### config.mk
export PLATFORM = sky130hd
export DESIGN_NAME = vnlp_host_seq_flat
export DESIGN_NICKNAME = d
export VERILOG_FILES = /design/src/rtl/vnlp_host_seq_if.sv /design/src/rtl/vnlp_host_seq.sv /design/src/flat_wrapper.sv
export SDC_FILE = /design/constraint.sdc
export NUM_CORES = 1
export LEC_CHECK = 0
export CAP_MARGIN = 20
export CORE_ASPECT_RATIO = 0.5
export CORE_MARGIN = 1.5
export CORE_UTILIZATION = 43
export DETAILED_ROUTE_END_ITERATION = 8
export HOLD_SLACK_MARGIN = 0.03
export PLACE_DENSITY = 0.81
export REMOVE_ABC_BUFFERS = 1
export SLEW_MARGIN = 20
export SYNTH_ARGS = -nofsm -noshare
export SYNTH_HDL_FRONTEND = slang
export SYNTH_SLANG_ARGS = --single-unit
### constraint.sdc
create_clock -name clk -period 2.6 [get_ports clk]
set_input_delay 0.52 -clock clk [delete_from_list [all_inputs] [get_ports clk]]
set_output_delay 0.52 -clock clk [all_outputs]
set_load 0.05 [all_outputs]
### src/rtl/vnlp_host_seq_if.sv
// Host/engine/result signal bundle for vnlp_host_seq.
// The master modport is the sequencer; the slave modport is the host plus engine side.
interface vnlp_host_seq_if #(
    parameter int DATA_W = 19
);
    logic              in_valid;
    logic              in_ready;
    logic [DATA_W-1:0] in_data;
    logic              in_last;
    logic              mem_we;
    logic [8:0]        mem_addr;
    logic [DATA_W-1:0] mem_wdata;
    logic              vnlp_start;
    logic              vnlp_done;
    logic [27:0]       vnlp_sum;
    logic [8:0]        vnlp_len;
    logic              res_valid;
    logic              res_ready;
    logic [27:0]       res_sum;
    logic [8:0]        res_len;
    logic [9:0]        res_words;
    logic              res_trunc;
    logic              res_timeout;

    modport master (
        input  in_valid, in_data, in_last, vnlp_done, vnlp_sum, vnlp_len, res_ready,
        output in_ready, mem_we, mem_addr, mem_wdata, vnlp_start,
               res_valid, res_sum, res_len, res_words, res_trunc, res_timeout
    );

    modport slave (
        output in_valid, in_data, in_last, vnlp_done, vnlp_sum, vnlp_len, res_ready,
        input  in_ready, mem_we, mem_addr, mem_wdata, vnlp_start,
               res_valid, res_sum, res_len, res_words, res_trunc, res_timeout
    );
endinterface

### src/rtl/vnlp_host_seq.sv
// Host-side sequencer: streams operands into the VNLP operand memory, starts the engine,
// waits for done (with timeout) and hands the latched result record back to the host.
module vnlp_host_seq #(
    parameter int DATA_W  = 19,
    parameter int TIMEOUT = 65535
) (
    input  logic              clk,
    input  logic              reset,
    vnlp_host_seq_if.master   bus
);
    localparam int TW = $clog2(TIMEOUT + 1);

    typedef enum logic [2:0] {S_IDLE, S_LOAD, S_START, S_WAIT, S_RESULT} state_t;

    state_t        state_q, state_d;
    logic [9:0]    cnt_q, cnt_d;
    logic [TW-1:0] tcnt_q, tcnt_d;
    logic [27:0]   sum_q, sum_d;
    logic [8:0]    len_q, len_d;
    logic          trunc_q, trunc_d;
    logic          tout_q, tout_d;

    logic              in_ready_c, mem_we_c, start_c, res_valid_c;
    logic [8:0]        mem_addr_c;
    logic [DATA_W-1:0] mem_wdata_c;

    always_ff @(posedge clk) begin
        if (reset) begin
            state_q <= S_IDLE;
            cnt_q   <= '0;
            tcnt_q  <= '0;
            sum_q   <= '0;
            len_q   <= '0;
            trunc_q <= 1'b0;
            tout_q  <= 1'b0;
        end else begin
            state_q <= state_d;
            cnt_q   <= cnt_d;
            tcnt_q  <= tcnt_d;
            sum_q   <= sum_d;
            len_q   <= len_d;
            trunc_q <= trunc_d;
            tout_q  <= tout_d;
        end
    end

    always_comb begin
        state_d     = state_q;
        cnt_d       = cnt_q;
        tcnt_d      = tcnt_q;
        sum_d       = sum_q;
        len_d       = len_q;
        trunc_d     = trunc_q;
        tout_d      = tout_q;
        in_ready_c  = 1'b0;
        mem_we_c    = 1'b0;
        mem_addr_c  = '0;
        mem_wdata_c = '0;
        start_c     = 1'b0;
        res_valid_c = 1'b0;
        case (state_q)
            S_IDLE: begin
                cnt_d   = '0;
                state_d = S_LOAD;
            end
            S_LOAD: begin
                in_ready_c = 1'b1;
                if (bus.in_valid) begin
                    mem_we_c    = 1'b1;
                    mem_addr_c  = cnt_q[8:0];
                    mem_wdata_c = bus.in_data;
                    cnt_d       = cnt_q + 10'd1;
                    // Address 511 is the last slot, so the run ends there even without in_last.
                    if (bus.in_last || cnt_q == 10'd511) begin
                        trunc_d = ~bus.in_last;
                        state_d = S_START;
                    end
                end
            end
            S_START: begin
                start_c = 1'b1;
                tcnt_d  = '0;
                state_d = S_WAIT;
            end
            S_WAIT: begin
                // tcnt_q==0 marks the first WAIT cycle, where done may still be left over.
                if (tcnt_q != '0 && bus.vnlp_done) begin
                    sum_d   = bus.vnlp_sum;
                    len_d   = bus.vnlp_len;
                    state_d = S_RESULT;
                end else if (tcnt_q == TW'(TIMEOUT - 1)) begin
                    tout_d  = 1'b1;
                    sum_d   = '0;
                    len_d   = '0;
                    state_d = S_RESULT;
                end else begin
                    tcnt_d = tcnt_q + TW'(1);
                end
            end
            S_RESULT: begin
                res_valid_c = 1'b1;
                if (bus.res_ready) begin
                    trunc_d = 1'b0;
                    tout_d  = 1'b0;
                    state_d = S_IDLE;
                end
            end
            default: state_d = S_IDLE;
        endcase
    end

    assign bus.in_ready    = in_ready_c;
    assign bus.mem_we      = mem_we_c;
    assign bus.mem_addr    = mem_addr_c;
    assign bus.mem_wdata   = mem_wdata_c;
    assign bus.vnlp_start  = start_c;
    assign bus.res_valid   = res_valid_c;
    assign bus.res_sum     = sum_q;
    assign bus.res_len     = len_q;
    assign bus.res_words   = cnt_q;
    assign bus.res_trunc   = trunc_q;
    assign bus.res_timeout = tout_q;
endmodule

### src/flat_wrapper.sv
// flat-port wrapper written by rule: the top's interface ports become plain ports
module vnlp_host_seq_flat 
#(
    parameter int DATA_W  = 19,
    parameter int TIMEOUT = 65535
)
  (clk, reset, bus_in_valid, bus_in_data, bus_in_last, bus_vnlp_done, bus_vnlp_sum, bus_vnlp_len, bus_res_ready, bus_in_ready, bus_mem_we, bus_mem_addr, bus_mem_wdata, bus_vnlp_start, bus_res_valid, bus_res_sum, bus_res_len, bus_res_words, bus_res_trunc, bus_res_timeout);
  vnlp_host_seq_if #(.DATA_W(DATA_W)) bus_i ();
  input  logic clk;
  input  logic reset;
  input wire logic [$bits(bus_i.in_valid)-1:0] bus_in_valid;
  input wire logic [$bits(bus_i.in_data)-1:0] bus_in_data;
  input wire logic [$bits(bus_i.in_last)-1:0] bus_in_last;
  input wire logic [$bits(bus_i.vnlp_done)-1:0] bus_vnlp_done;
  input wire logic [$bits(bus_i.vnlp_sum)-1:0] bus_vnlp_sum;
  input wire logic [$bits(bus_i.vnlp_len)-1:0] bus_vnlp_len;
  input wire logic [$bits(bus_i.res_ready)-1:0] bus_res_ready;
  output wire logic [$bits(bus_i.in_ready)-1:0] bus_in_ready;
  output wire logic [$bits(bus_i.mem_we)-1:0] bus_mem_we;
  output wire logic [$bits(bus_i.mem_addr)-1:0] bus_mem_addr;
  output wire logic [$bits(bus_i.mem_wdata)-1:0] bus_mem_wdata;
  output wire logic [$bits(bus_i.vnlp_start)-1:0] bus_vnlp_start;
  output wire logic [$bits(bus_i.res_valid)-1:0] bus_res_valid;
  output wire logic [$bits(bus_i.res_sum)-1:0] bus_res_sum;
  output wire logic [$bits(bus_i.res_len)-1:0] bus_res_len;
  output wire logic [$bits(bus_i.res_words)-1:0] bus_res_words;
  output wire logic [$bits(bus_i.res_trunc)-1:0] bus_res_trunc;
  output wire logic [$bits(bus_i.res_timeout)-1:0] bus_res_timeout;
  assign bus_i.in_valid = bus_in_valid;
  assign bus_i.in_data = bus_in_data;
  assign bus_i.in_last = bus_in_last;
  assign bus_i.vnlp_done = bus_vnlp_done;
  assign bus_i.vnlp_sum = bus_vnlp_sum;
  assign bus_i.vnlp_len = bus_vnlp_len;
  assign bus_i.res_ready = bus_res_ready;
  assign bus_in_ready = bus_i.in_ready;
  assign bus_mem_we = bus_i.mem_we;
  assign bus_mem_addr = bus_i.mem_addr;
  assign bus_mem_wdata = bus_i.mem_wdata;
  assign bus_vnlp_start = bus_i.vnlp_start;
  assign bus_res_valid = bus_i.res_valid;
  assign bus_res_sum = bus_i.res_sum;
  assign bus_res_len = bus_i.res_len;
  assign bus_res_words = bus_i.res_words;
  assign bus_res_trunc = bus_i.res_trunc;
  assign bus_res_timeout = bus_i.res_timeout;
  vnlp_host_seq #(.DATA_W(DATA_W), .TIMEOUT(TIMEOUT)) u_core (.clk(clk), .reset(reset), .bus(bus_i));
endmodule
==> key figures <==
Place
  • Post-DP Area: around 0.0051 mm^2
  • I/O Buffers: 142
  • Final weighted congestion in routability-driven placement: 1.00
  • Half-perimeter wire length after detailed placement: 6840 um

Timing
  • Max Freq: approximately 440 MHz
  • Clock skew: 5.57 ps
  • Normalized max-slew margin: 63.9%
  • RSZ-0062 raised after global routing: no
  • Max-slew violation count: 0
  • Final Hold Fails: 0
  • Final number of setup-violating endpoints: 0
  • Final worst-path cycle share: between 80% and 90%
  • Worst hold margin: 463 ps
  • Slew of the pin with the lowest slew margin: 540 ps
  • Time the final worst path needs with I/O delays and setup: 2280 ps

Logic synthesis
  • Synthesis Warnings: 0
  • Simple-Gate Fraction of Synth Area: between 30% and 40%
  • Fraction of registers with async set or reset after synthesis: 0%
  • Flops & latches, synth: 68
  • Share of synthesized cell area in full adder, half adder and majority cells: 1.50%
  • Cell area after synthesis: 0.00335 mm^2
  • Synth cell types: 49
  • Xor/xnor share of the synthesized area: 1.57%
  • Fraction of the yosys area taken by sequential cells: between 40% and 50%
  • Share of Yosys cell area claimed by the top area cell type: 40.7%
  • Synth Area per Inst: around 8 um^2
  • Multiplexer share of the synthesized area: 0.897%
  • Post-synthesis cell count: roughly 420
  • Ys flop type: dfxtp_1
  • Count of flip-flops with a built-in enable after synthesis: 0
  • Cell type contributing the most total cell area after synthesis: dfxtp_1
  • Top post-synthesis cells by area: dfxtp_1 41%, a21oi_1 6.7%, nand3_1 6.6%
  • Compound-cell area share of the yosys netlist: 15.8%
  • Main combinational cell family by area after synthesis: simple AND/OR/NAND/NOR gates

Worst hold path
  • Hold Path Origin: u_core.bus.res_len[4]
  • Type of the tightest min-delay check: reg2reg

Global route
  • Vias in the first global route: around 3.5k
  • Initial antenna violation count: 0
  • GRT Residual Overflow: 0
  • First-pass GRT wire length: 16000 um
  • Maximum number of pins on one net before global-route repair: 47
  • Total global-route track usage: roughly a quarter

Route
  • Violation count after the first detailed-route iteration: about 250
  • First-pass DRT Iterations: 5
  • Final antenna-violating net count: 0
  • Total routed wirelength: about 10000 um
  • Post-DR vias/cell: 5.49
  • Routed via count: 3571
  • Wirelength per Cell: 15.1 um
  • Number of remaining DRC errors: 0

Run status
  • Result of the run: complete, no violations

CTS
  • Total clock buffers created by CTS: 9
  • Cts hold-fix bufs: 0
  • H-Tree Level Count: 3
  • Maximum count of clock buffers along a single path: 2
  • Buffer type at the clock tree root: clkbuf_16
  • Clock sink count: 68
  • Clock tree from TritonCTS: built
  • Resize count post-CTS: 0
  • Count of buffers added by post-CTS timing repair for setup: 0
  • Later-pin clock latency in the skew report: around 330 ps
  • Clock-pin slew reported for the worst setup and hold paths after clock tree synthesis: 60 ps

Critical path
  • CP peak stage delay: 390 ps
  • Crit. End Element: flip-flop
  • Source of the worst register-to-register timing path: u_core.tcnt_q[0]
  • Crit-path slowest cell: and4_1
  • Crit-path max FO: 38
  • Critical Setup Path Class: reg2reg
  • Worst endpoint required time: ~2800 ps
  • Arrival time worst endpoint: between 2000 and 2500 ps
  • Startpoint Class: flip-flop
  • Cell-by-cell trace of the critical path: inv_1 > ha_1 > nor4b_2 > nand4_1 > and4_1 > buf_12 > o41ai_1 > mux2i_1
  • Critical path launch point: u_core.tcnt_q[0]

Power
  • IR Drop Worst-Case VDD: 0.343 mV
  • Leakage power total: between 1.5 and 2 nW
  • Power consumption: ~2.7 mW
  • Power density over cell area: 499 mW/mm^2

Floorplanning
  • Initial core utilization: 45.0%
  • Full die area: around 0.0084 mm^2
  • I/O pins: ~140
  • Floorplan Core Area: around 0.0074 mm^2
  • Vertical extent of the die: 65.4 um
  • Row count: 22
  • Die X: 128 um

Layout
  • Syn-to-layout area delta: 63.8%
  • Share of layout cells above drive strength 1: 12.5%
  • Layout net count: 615
  • Number of diodes added for antenna fixing: 0
  • Final Instance Area: 0.00548 mm^2

Job
  • Maximum Capacitance Violations: 0
sequential cells by signal, indices dropped and copies added, names as in the netlist:
| name | flops |
|---|---|
| u_core.tcnt_q | 16 |
| u_core.bus.res_trunc | 1 |
| u_core.bus.res_len | 9 |
| u_core.bus.res_words | 10 |
| u_core.state_q | 3 |
| u_core.bus.res_sum | 28 |
| u_core.bus.res_timeout | 1 |
cells in the final DEF, fill, tap and decap left out, types with 3 or more instances in the layout:
cell and instances:
a41o_1 3, inv_1 7, o31ai_1 3, nor3_1 9
and4_1 4, a31oi_1 7, nand3_1 44, o21a_1 3
buf_4 11, o22ai_1 3, buf_12 33, mux2i_1 3
nor3b_1 3, o21ai_0 6, clkdlybuf4s50_1 109, nand2b_1 4
o41ai_1 3, a21oi_1 45, and2_1 31, nand4_1 17
and3_1 9, xor2_1 6, nand2_1 57, nor2_1 15
dfxtp_1 68, or3_1 3, ha_1 4, nor4_1 4
clkbuf_16 9
worst paths after layout:
check                               end  slack, ps  cells past startpoint
setup / recovery      u_core.tcnt_q[13]        320                      8
hold / removal    u_core.bus.res_len[4]        460                      2
setup reg to reg      u_core.tcnt_q[13]        320                      8
hold reg to reg   u_core.bus.res_len[4]        460                      2
through the flow:
stage	utilization, %	setup TNS (ps)	setup slack, ps	cells
finish	73.8	0	317	650
global route	73.8	0	206	650
CTS	73.8	0	317	650
detailed placement	69.2	0	333	634
global placement	69.2	0	361	634
floorplan	-	-1260	-222	384
where the power goes:
group	internal (mW)	total (mW)	switching, mW
logic	0.176	0.339	0.163
clock network	0.894	1.34	0.450
registers	1.05	1.05	0.00553
total	2.12	2.74	0.619
final cells by class:
cell class              instances  area (um^2)
multi-input cells             309         1800
flip-flops and latches         68         1360
well taps                      96          120
clock buffers                  11          253
clock inverters                 5         82.6
repair buffers                154         1840
inverters                       7         26.3
fillers                       552         1950
cell usage after synthesis (2+ instances only):
cell        n
or3_1       3
nor2_1     15
buf_6       2
nor4_2      2
xor2_1      6
buf_2       8
and4_1      4
o32ai_1     2
buf_4       2
nor4_1      4
a41o_1      3
clkbuf_1   21
and2_1     31
and3_1      9
nor3_1      9
o2111ai_1   2
nand2b_1    4
o21a_1      3
dfxtp_1    68
o31ai_1     3
nor3b_1     3
nor4bb_1    2
inv_1       7
o21ai_0     6
o22ai_1     3
nand2_1    57
nand4_1    17
mux2i_1     3
nand3_1    44
ha_1        4
a31oi_1     7
o41ai_1     3
a21oi_1    45
critical path: cells and delay by family (launching register included):
family | cells | cell delay (ps)
fa+ha+maj | 1 | 180
simple gates | 3 | 760
buf+inv | 2 | 360
compound gates | 1 | 390
flops | 1 | 340
mux | 1 | 120
metal layers:
metal  vias up  global-route usage (%)  wire length, um
li1       1772                       -                -
met1      1636                    28.4             4160
met2       152                    41.3             4650
met3        11                    8.14              929
met4         0                    7.87               99
met5         -                       0                0
cell families after synthesis:
logic type / after synthesis
simple gates: 211
compound gates: 85
flops: 68
buf+inv: 41
xor+xnor: 6
fa+ha+maj: 4
mux: 3
(Power assumes the default switching activity.)
